`config.mk`:
```
export PLATFORM = sky130hd
export DESIGN_NAME = suma_multiciclo
export DESIGN_NICKNAME = d
export VERILOG_FILES = /design/src/rtl/suma_pkg.sv /design/src/rtl/suma_c2_slice.sv /design/src/rtl/suma_multiciclo.sv
export SDC_FILE = /design/constraint.sdc
export NUM_CORES = 2
export LEC_CHECK = 0
export BUFFER_PORTS_ARGS = -buffer_cell sky130_fd_sc_hd__buf_2
export CORE_AREA = 3 3 299 301
export CTS_BUF_LIST = sky130_fd_sc_hd__clkbuf_4 sky130_fd_sc_hd__clkbuf_8
export DETAILED_ROUTE_END_ITERATION = 7
export DIE_AREA = 0 0 302 304
export GPL_TIMING_DRIVEN = 1
export HOLD_SLACK_MARGIN = 0.08
export MAX_ROUTING_LAYER = met4
export SYNTH_ARGS = -nofsm -noshare
export SYNTH_HDL_FRONTEND = slang
export SYNTH_HIERARCHICAL = 1
export SYNTH_SLANG_ARGS = --single-unit
export TNS_END_PERCENT = 10
```
`constraint.sdc`:
```
create_clock -name clk -period 6.95 [get_ports clk]
set_clock_uncertainty 0.1 [all_clocks]
set_input_delay 1.39 -clock clk [delete_from_list [all_inputs] [get_ports clk]]
set_output_delay 1.39 -clock clk [all_outputs]
set_load 0.05 [all_outputs]
```
`src/rtl/suma_pkg.sv`:
```
// Shared definitions for the multicycle two's-complement adder:
// FSM state encoding and default slice geometry.
package suma_pkg;

    localparam int ANCHO_DEF = 64;
    localparam int NSEG_DEF  = 4;

    typedef enum logic [1:0] {
        IDLE  = 2'd0,
        SUMA  = 2'd1,
        LISTO = 2'd2
    } estado_t;

endpackage

```
`src/rtl/suma_c2_slice.sv`:
```
// One ANCHO-bit adder slice with carry in; also exposes the carry into its MSB
// so the caller can derive signed overflow on the final slice.
module suma_c2_slice #(
    parameter int ANCHO = 64
) (
    input  logic [ANCHO-1:0] a,
    input  logic [ANCHO-1:0] b,
    input  logic             ci,
    output logic [ANCHO-1:0] s,
    output logic             cout,
    output logic             c_msb
);

    assign {cout, s} = {1'b0, a} + {1'b0, b} + {{ANCHO{1'b0}}, ci};

    // Sum bit = a ^ b ^ carry_in, so the MSB carry-in falls out of the sum bit.
    assign c_msb = a[ANCHO-1] ^ b[ANCHO-1] ^ s[ANCHO-1];

endmodule

```
`src/rtl/suma_multiciclo.sv`:
```
// Multicycle W-bit add/subtract, one ANCHO-bit slice per clock, LSB slice first.
// Optional zero flag output enabled with macro SUMA_MULTICICLO_CERO_EN.
module suma_multiciclo
    import suma_pkg::*;
#(
    parameter  int ANCHO = ANCHO_DEF,
    parameter  int NSEG  = NSEG_DEF,
    localparam int W     = ANCHO * NSEG
) (
    input  logic         clk,
    input  logic         rst,
    input  logic         in_valid,
    output logic         in_ready,
    input  logic [W-1:0] a,
    input  logic [W-1:0] b,
    input  logic         resta,
    output logic         out_valid,
    input  logic         out_ready,
    output logic [W-1:0] s,
    output logic         cout,
    output logic         desborde
`ifdef SUMA_MULTICICLO_CERO_EN
   ,output logic         cero
`endif
);

    localparam int CW = (NSEG > 1) ? $clog2(NSEG) : 1;

    estado_t estado, estado_sig;

    logic [W-1:0]       a_r, b_r, s_r;
    logic [CW-1:0]      cnt;
    logic               carry_r, cout_r, desb_r;
    logic               acepta, ultimo;
    logic [ANCHO-1:0]   sl_s;
    logic               sl_cout, sl_cmsb;
    logic [W+ANCHO-1:0] s_cat;

    assign ultimo = (cnt == CW'(NSEG - 1));

    // Operands shift down one slice per cycle, so the slice always sees bits [ANCHO-1:0].
    suma_c2_slice #(.ANCHO(ANCHO)) u_slice (
        .a     (a_r[ANCHO-1:0]),
        .b     (b_r[ANCHO-1:0]),
        .ci    (carry_r),
        .s     (sl_s),
        .cout  (sl_cout),
        .c_msb (sl_cmsb)
    );

    // New slice enters at the top; after NSEG cycles the result is fully aligned.
    assign s_cat = {sl_s, s_r};

    always_ff @(posedge clk) begin
        if (rst) estado <= IDLE;
        else     estado <= estado_sig;
    end

    always_comb begin
        estado_sig = estado;
        in_ready   = 1'b0;
        out_valid  = 1'b0;
        acepta     = 1'b0;
        case (estado)
            IDLE: begin
                in_ready = 1'b1;
                if (in_valid) begin
                    acepta     = 1'b1;
                    estado_sig = SUMA;
                end
            end
            SUMA: begin
                if (ultimo) estado_sig = LISTO;
            end
            LISTO: begin
                out_valid = 1'b1;
                if (out_ready) estado_sig = IDLE;
            end
            default: estado_sig = IDLE;
        endcase
    end

    always_ff @(posedge clk) begin
        if (rst) begin
            a_r     <= '0;
            b_r     <= '0;
            s_r     <= '0;
            cnt     <= '0;
            carry_r <= 1'b0;
            cout_r  <= 1'b0;
            desb_r  <= 1'b0;
        end else if (acepta) begin
            a_r     <= a;
            b_r     <= resta ? ~b : b;
            carry_r <= resta;
            cnt     <= '0;
        end else if (estado == SUMA) begin
            a_r     <= a_r >> ANCHO;
            b_r     <= b_r >> ANCHO;
            s_r     <= s_cat[W+ANCHO-1:ANCHO];
            carry_r <= sl_cout;
            if (ultimo) begin
                cout_r <= sl_cout;
                desb_r <= sl_cout ^ sl_cmsb;
            end else begin
                cnt <= cnt + 1'b1;
            end
        end
    end

    assign s        = s_r;
    assign cout     = cout_r;
    assign desborde = desb_r;

`ifdef SUMA_MULTICICLO_CERO_EN
    // Zero flag accumulates one slice at a time; no wide reduction on the last cycle.
    logic cero_r;

    always_ff @(posedge clk) begin
        if (rst)                 cero_r <= 1'b0;
        else if (acepta)         cero_r <= 1'b1;
        else if (estado == SUMA) cero_r <= cero_r & ~|sl_s;
    end

    assign cero = (estado == LISTO) & cero_r;
`endif

endmodule
```
**After elaboration in Yosys (flattened, before gate mapping)**

Cells that the tools add are included.
Widths: inputs -> output; s select.

- Output and inout port bits: 260
- Input bits: 517
- Bits in registers: 775
- Logic and storage cells: 45

- $add $sub $neg: 3
- Bitwise operators: 6
- Eq/ne operators: 6
- Reductions and logical operators: 7
- Muxes and demuxes: 15

Operators by type and width:

| operator | number |
|---|---|
| $mux 256 | 5 |
| $not 256->256 | 1 |
| $add 64x64->65 | 1 |
| $add 65x1->65 | 1 |
| $mux 1 | 6 |
| $mux 2 | 3 |
| $ne 2x2->1 const B | 3 |
| $pmux 2 s3 | 1 |
| $reduce_and 3->1 | 2 |
| $eq 2x2->1 const B | 2 |
| $reduce_and 2->1 | 2 |
| $xor 1x1->1 | 3 |
| $add 2x1->2 const B | 1 |
| $eq 2x1->1 const B | 1 |
| $logic_not 2->1 | 1 |
| $not 1->1 | 2 |
| $reduce_bool 2->1 | 1 |
| $reduce_or 2->1 | 1 |

**Longest topological paths before layout**

- Word-level depth: 4
- Mapped depth: 13
- Mapped depth without buffers: 13

**Cells and area by module**

Netlist, hierarchy kept.

Modules (own cells, without submodules):

| module | area each (µm²) | seq. area each (µm²) | times used | cells an instance |
|---|---|---|---|---|
| suma_multiciclo | 31839.3 | 15514.9 | 1 | 3794 |
| suma_c2_slice | 4386.7 | 0.0 | 1 | 643 |

**Least setup slack after synthesis**

Ideal clock, no wire load.

- Path type: reg-to-reg
- Start point: register a_r[0]
- End point: register s_r[254], in the netlist s[254]
- Path buffers: 0
- Cell stages (with the launch flop): 13
- Period minus slack after synthesis: 3.193 ns
- Required time: 6.718 ns
- Library setup time: 0.132 ns
- Arrival time: 2.961 ns
- Slack: 3.757 ns
- Path through: dfxtp_1 -> fa_1 -> fa_1 -> a211oi_2 -> o21bai_1 -> a221oi_4 -> nor3_4 -> o21ai_2 -> a21oi_1 -> or4_1 -> and3_1 -> nand2_1 -> a21oi_1

- Word-level cells in the longest chain between the ends: 2

RTL lines:

| item | line | text |
|---|---|---|
| start, declared | suma_multiciclo.sv:31 | `logic [W-1:0] a_r, b_r, s_r;` |
| start signal, assigned | suma_multiciclo.sv:98 | `a_r <= a_r >> ANCHO;` |
| $add 64x64->65 | suma_c2_slice.sv:14 | `assign {cout, s} = {1'b0, a} + {1'b0, b} + {{ANCHO{1'b0}}, ci};` |
| $add 65x1->65 | suma_c2_slice.sv:14 |  |
| via sl_s[62] | suma_multiciclo.sv:35 | `logic [ANCHO-1:0] sl_s;` |
| end signal, assigned | suma_multiciclo.sv:100 | `s_r <= s_cat[W+ANCHO-1:ANCHO];` |
| end, declared | suma_multiciclo.sv:31 |  |

The timed path passes the listed nets, and every way through them passes these cells.
A chain may end at the register's enable or synchronous reset.

**Final worst setup path**

- Start point: register estado[1]
- End point: output port in_ready

- Word-level cells in the longest chain between the ends: 2

RTL lines:

| item | line | text |
|---|---|---|
| start, declared | suma_multiciclo.sv:29 | `estado_t estado, estado_sig;` |
| start signal, assigned | suma_multiciclo.sv:56 | `else estado <= estado_sig;` |
| $logic_not 2->1 | suma_multiciclo.sv:64 | `case (estado)` |
| $mux 1 | suma_multiciclo.sv:64 |  |
| end, declared | suma_multiciclo.sv:13 | `output logic in_ready,` |

Every way passes these cells.

==> results_tabular.tex <==
\begin{tabular}{lr}
\hline
Metric & Value \\
\hline
\multicolumn{2}{l}{\textbf{Detailed routing}} \\
DRC marker count from the first detailed-route iteration & 2,851 \\
DR WL/cell & 21.4 um \\
Routed Wire Length & 134 mm \\
Via count & 33,742 \\
Total DRC errors in the routed layout & 0 \\
Antenna-violating nets left & 0 \\
Number of vias per cell & 5.39 \\
First-pass DRT Iterations & 5 \\
\multicolumn{2}{l}{\textbf{Synth}} \\
Number of synthesized flops with an enable pin & 0 \\
Multiplexer area fraction after synthesis & 0.0553\% \\
Simple-gate portion of the synthesized area & about 22\% \\
Synthesized flop and latch total & 775 \\
Compound-Gate Fraction of Synth Area & around a fifth \\
Avg Synthesized Cell Area & 8.16 um2 \\
Largest family of logic cells by synthesized area & simple AND/OR/NAND/NOR gates \\
Synthesis Warnings & 6 \\
Post-synthesis async set-or-reset flop share & 0\% \\
Commonest register cell after synthesis & sky130\_fd\_sc\_hd\_\_dfxtp\_1 \\
Top cells by area in the synthesized netlist & sky130\_fd\_sc\_hd\_\_dfxtp\_1 43\%, sky130\_fd\_sc\_hd\_\_a21oi\_1 8.3\%, sky130\_fd\_sc\_hd\_\_nand2\_1 7.3\% \\
Seq/Total Area, Yosys & 42.8\% \\
Synth unique cells & 79 \\
Parity-gate share of the synthesized area counting xor and xnor cells & under 10\% \\
Cell area after technology mapping & between 30,000 and 40,000 um2 \\
Post-Synthesis Cells & 4,437 \\
Share of synthesized cell area in full adder, half adder and majority cells & 2.32\% \\
Cell taking the most area after synthesis & sky130\_fd\_sc\_hd\_\_dfxtp\_1 \\
Net count after synthesis & 5,020 \\
Yosys top cell area share & 42.8\% \\
\multicolumn{2}{l}{\textbf{Timing}} \\
Transition at the pin with the smallest max-transition slack & 1.15 ns \\
Final period utilization & 62.5\% \\
RSZ-0062 raised after global routing & false \\
Max Slew Vio Count & 0 \\
Highest achievable clock rate & 230 MHz \\
Setup violation total in the final timing report & 0 \\
Hold\_ws & $\sim$0.35 ns \\
Fin crit period & 4.34 ns \\
Final hold vios & 0 \\
Worst slew margin relative to its limit & 23.2\% \\
Sum of negative setup slack & 0 ns \\
\multicolumn{2}{l}{\textbf{Floorplanning}} \\
Full die area & 91,800 um2 \\
Standard-cell rows & 108 \\
Number of top-level design ports & roughly 800 \\
Die Span Y & 304 um \\
Initial standard-cell utilization of the core & 41.7\% \\
Placeable core region & roughly 87,000 um2 \\
Die Width & 302 um \\
\multicolumn{2}{l}{\textbf{Hold path}} \\
Hold Startpoint & s[26] \\
Worst hold path stage count & 2 \\
Sink of the worst hold path & s[26] \\
HP Class & flip-flop to flip-flop \\
\multicolumn{2}{l}{\textbf{Power and ir drop}} \\
PnR Total Power & between 10 and 15 mW \\
Total power per unit cell area & 264 nW/um2 \\
Worst ir drop on vdd & between 150 and 200 uV \\
Static power due to leakage & 17.6 nW \\
\multicolumn{2}{l}{\textbf{Placement}} \\
Total of buffers placed on input and output ports & roughly 780 \\
Placed cell count & $\sim$6,000 \\
RD Place Congestion & 0.922 \\
Final HPWL from detailed placement & 95.1 mm \\
\multicolumn{2}{l}{\textbf{Global routing}} \\
Total track usage & 28.7\% \\
Global route total overflow & 0 \\
Initial antenna violation count & 36 \\
Via count of the first global-routing pass & 31,428 \\
Pin count of the biggest net entering global routing & about 240 \\
First-pass GRT wire length & 198 mm \\
\multicolumn{2}{l}{\textbf{Cells and area}} \\
Final cell utilization of the core & 49.7\% \\
Area growth, synth to finish & 19.2\% \\
Finished Layout Cells & between 6,000 and 7,000 \\
Commonest non-fill, non-tap cells in the layout & 773 x sky130\_fd\_sc\_hd\_\_dfxtp\_1, 773 x sky130\_fd\_sc\_hd\_\_buf\_2, 709 x sky130\_fd\_sc\_hd\_\_nand2\_1 \\
Layout cell share with drive strength beyond 1 & 23.7\% \\
Filler cell count & a little under 9,000 \\
Final net count & 5,570 \\
\multicolumn{2}{l}{\textbf{Setup path}} \\
Startpoint of the worst register-to-register path & b\_r[0] \\
Worst-case reg-to-reg path depth & 13 \\
Data required time of the critical path & approximately 5.5 ns \\
Critical register-to-register path endpoint & desborde \\
Sort of element at the end of the critical path & output pin \\
Element type at the critical path start & flip-flop \\
Max FO, Critical Path & $\sim$80 \\
Setup slack of the most critical reg-to-reg path & around 3.0 ns \\
Arrival time of the worst setup path & 2.85 ns \\
Critical Setup Path Class & flip-flop to output pin \\
\multicolumn{2}{l}{\textbf{CTS}} \\
Max H-tree Level & 4 \\
Insertion delay to the later sink of the worst-skew pair & 0.82 ns \\
Post-CTS setup buffer count & 0 \\
Number of gates resized after CTS & 0 \\
Number of clock buffers inserted by TritonCTS & approximately 140 \\
Clock-pin slew on the worst setup and hold paths & 0.06 ns \\
CTS Root Cell & sky130\_fd\_sc\_hd\_\_clkbuf\_8 \\
TritonCTS clock tree & built \\
Number of hold-repair buffers added at the cts stage & 0 \\
CTS max path bufs & 3 \\
Sink Count & 775 \\
\multicolumn{2}{l}{\textbf{Run}} \\
Number of maximum-capacitance violations & 0 \\
\multicolumn{2}{l}{\textbf{Run status}} \\
Outcome & finished clean \\
\hline
\end{tabular}
## logic make-up after synthesis
group                    Yosys count
adder cells (fa/ha/maj)           66
flip-flops                       775
buffers and inverters            417
AO/OA/AOI/OAI                   1145
AND/OR/NAND/NOR                 1722
multiplexers                       2
XOR/XNOR                         310
## state kept, by name (all words and copies together), names as in the netlist
| signal | cells |
|---|---|
| cout | 1 |
| s | 256 |
| desborde | 1 |
| carry_r | 1 |
| cnt | 2 |
| b_r | 256 |
| estado | 2 |
| a_r | 256 |
## how the worst max path moves through the flow
| stage | startpoint | end | cells past startpoint |
|---|---|---|---|
| after CTS | estado[1] | in_ready | 3 |
| after global placement | in_valid | b_r[28] | 5 |
| after detailed placement | in_valid | b_r[91] | 5 |
| after global routing | estado[1] | in_ready | 3 |
| final | estado[1] | in_ready | 3 |
| after floorplan | a_r[0] | s[254] | 12 |
## through the flow
stage                     setup slack [ns]  cell area (um2)
final                                 2.61            43200
after CTS                             2.59            43100
after global routing                  2.48            43200
after floorplan                       3.76            36200
after global placement                2.60            40200
after detailed placement              2.60            40200
## power breakdown
group,internal (mW),switching [mW],total [mW]
registers,4.74,0.254,5.00
logic,0.714,1.25,1.96
clock network,2.52,1.91,4.42
total,7.97,3.41,11.4
## critical path, stage by stage (launching register included)
cell and delay (ns):
sky130_fd_sc_hd__dfxtp_4 0.98, sky130_fd_sc_hd__buf_4 0.68, sky130_fd_sc_hd__nor2_1 0.11, sky130_fd_sc_hd__buf_2 0.24
## layer usage
metal	wire, um	global-route usage (%)	share of wire [%]
met1	59900	37.8	45
met2	63400	45.0	47
met3	7590	4.37	5.7
met4	3330	9.58	2.5
met5	0	-	0
## cells in the mapped netlist, types with 3 or more instances
library cell / count
sky130_fd_sc_hd__buf_4: 8
sky130_fd_sc_hd__a31oi_1: 8
sky130_fd_sc_hd__a2111oi_0: 4
sky130_fd_sc_hd__ha_1: 64
sky130_fd_sc_hd__and3_1: 5
sky130_fd_sc_hd__nand4_2: 3
sky130_fd_sc_hd__xnor2_1: 228
sky130_fd_sc_hd__nor4_1: 7
sky130_fd_sc_hd__o31ai_1: 7
sky130_fd_sc_hd__a211oi_2: 3
sky130_fd_sc_hd__o31a_1: 4
sky130_fd_sc_hd__nor2b_1: 6
sky130_fd_sc_hd__a21oi_1: 600
sky130_fd_sc_hd__clkbuf_8: 6
sky130_fd_sc_hd__nor3_1: 149
sky130_fd_sc_hd__buf_6: 6
sky130_fd_sc_hd__o22ai_1: 63
sky130_fd_sc_hd__inv_1: 26
sky130_fd_sc_hd__o21ai_1: 8
sky130_fd_sc_hd__or3b_2: 130
sky130_fd_sc_hd__o21ai_0: 34
sky130_fd_sc_hd__a211oi_1: 69
sky130_fd_sc_hd__o21a_1: 11
sky130_fd_sc_hd__o21bai_1: 19
sky130_fd_sc_hd__a22oi_1: 128
sky130_fd_sc_hd__xor2_1: 82
sky130_fd_sc_hd__nand4_1: 22
sky130_fd_sc_hd__a21o_1: 26
sky130_fd_sc_hd__buf_1: 28
sky130_fd_sc_hd__o21ai_2: 3
sky130_fd_sc_hd__nor2_1: 442
sky130_fd_sc_hd__a31o_2: 3
sky130_fd_sc_hd__a221o_1: 126
sky130_fd_sc_hd__nand2b_1: 134
sky130_fd_sc_hd__clkbuf_1: 266
sky130_fd_sc_hd__nor2_2: 3
sky130_fd_sc_hd__or3_1: 4
sky130_fd_sc_hd__nand2_1: 709
sky130_fd_sc_hd__o211ai_1: 8
sky130_fd_sc_hd__buf_2: 77
sky130_fd_sc_hd__and2_1: 5
sky130_fd_sc_hd__nand3_1: 83
sky130_fd_sc_hd__dfxtp_1: 775
## area by class of cell
class / instances / area, um2 / area share (%)
Clock inverter: 17 / 140 / 0.325
Clock buffer: 216 / 2730 / 6.32
Inverter: 26 / 97.6 / 0.226
Antenna cell: 29 / 72.6 / 0.168
Tap cell: 1155 / 1450 / 3.35
Timing Repair Buffer: 802 / 4200 / 9.73
Sequential cell: 775 / 15500 / 36.0
Multi-Input combinational cell: 3245 / 19000 / 43.9
No activity file was read; power rests on OpenSTA's default activity.
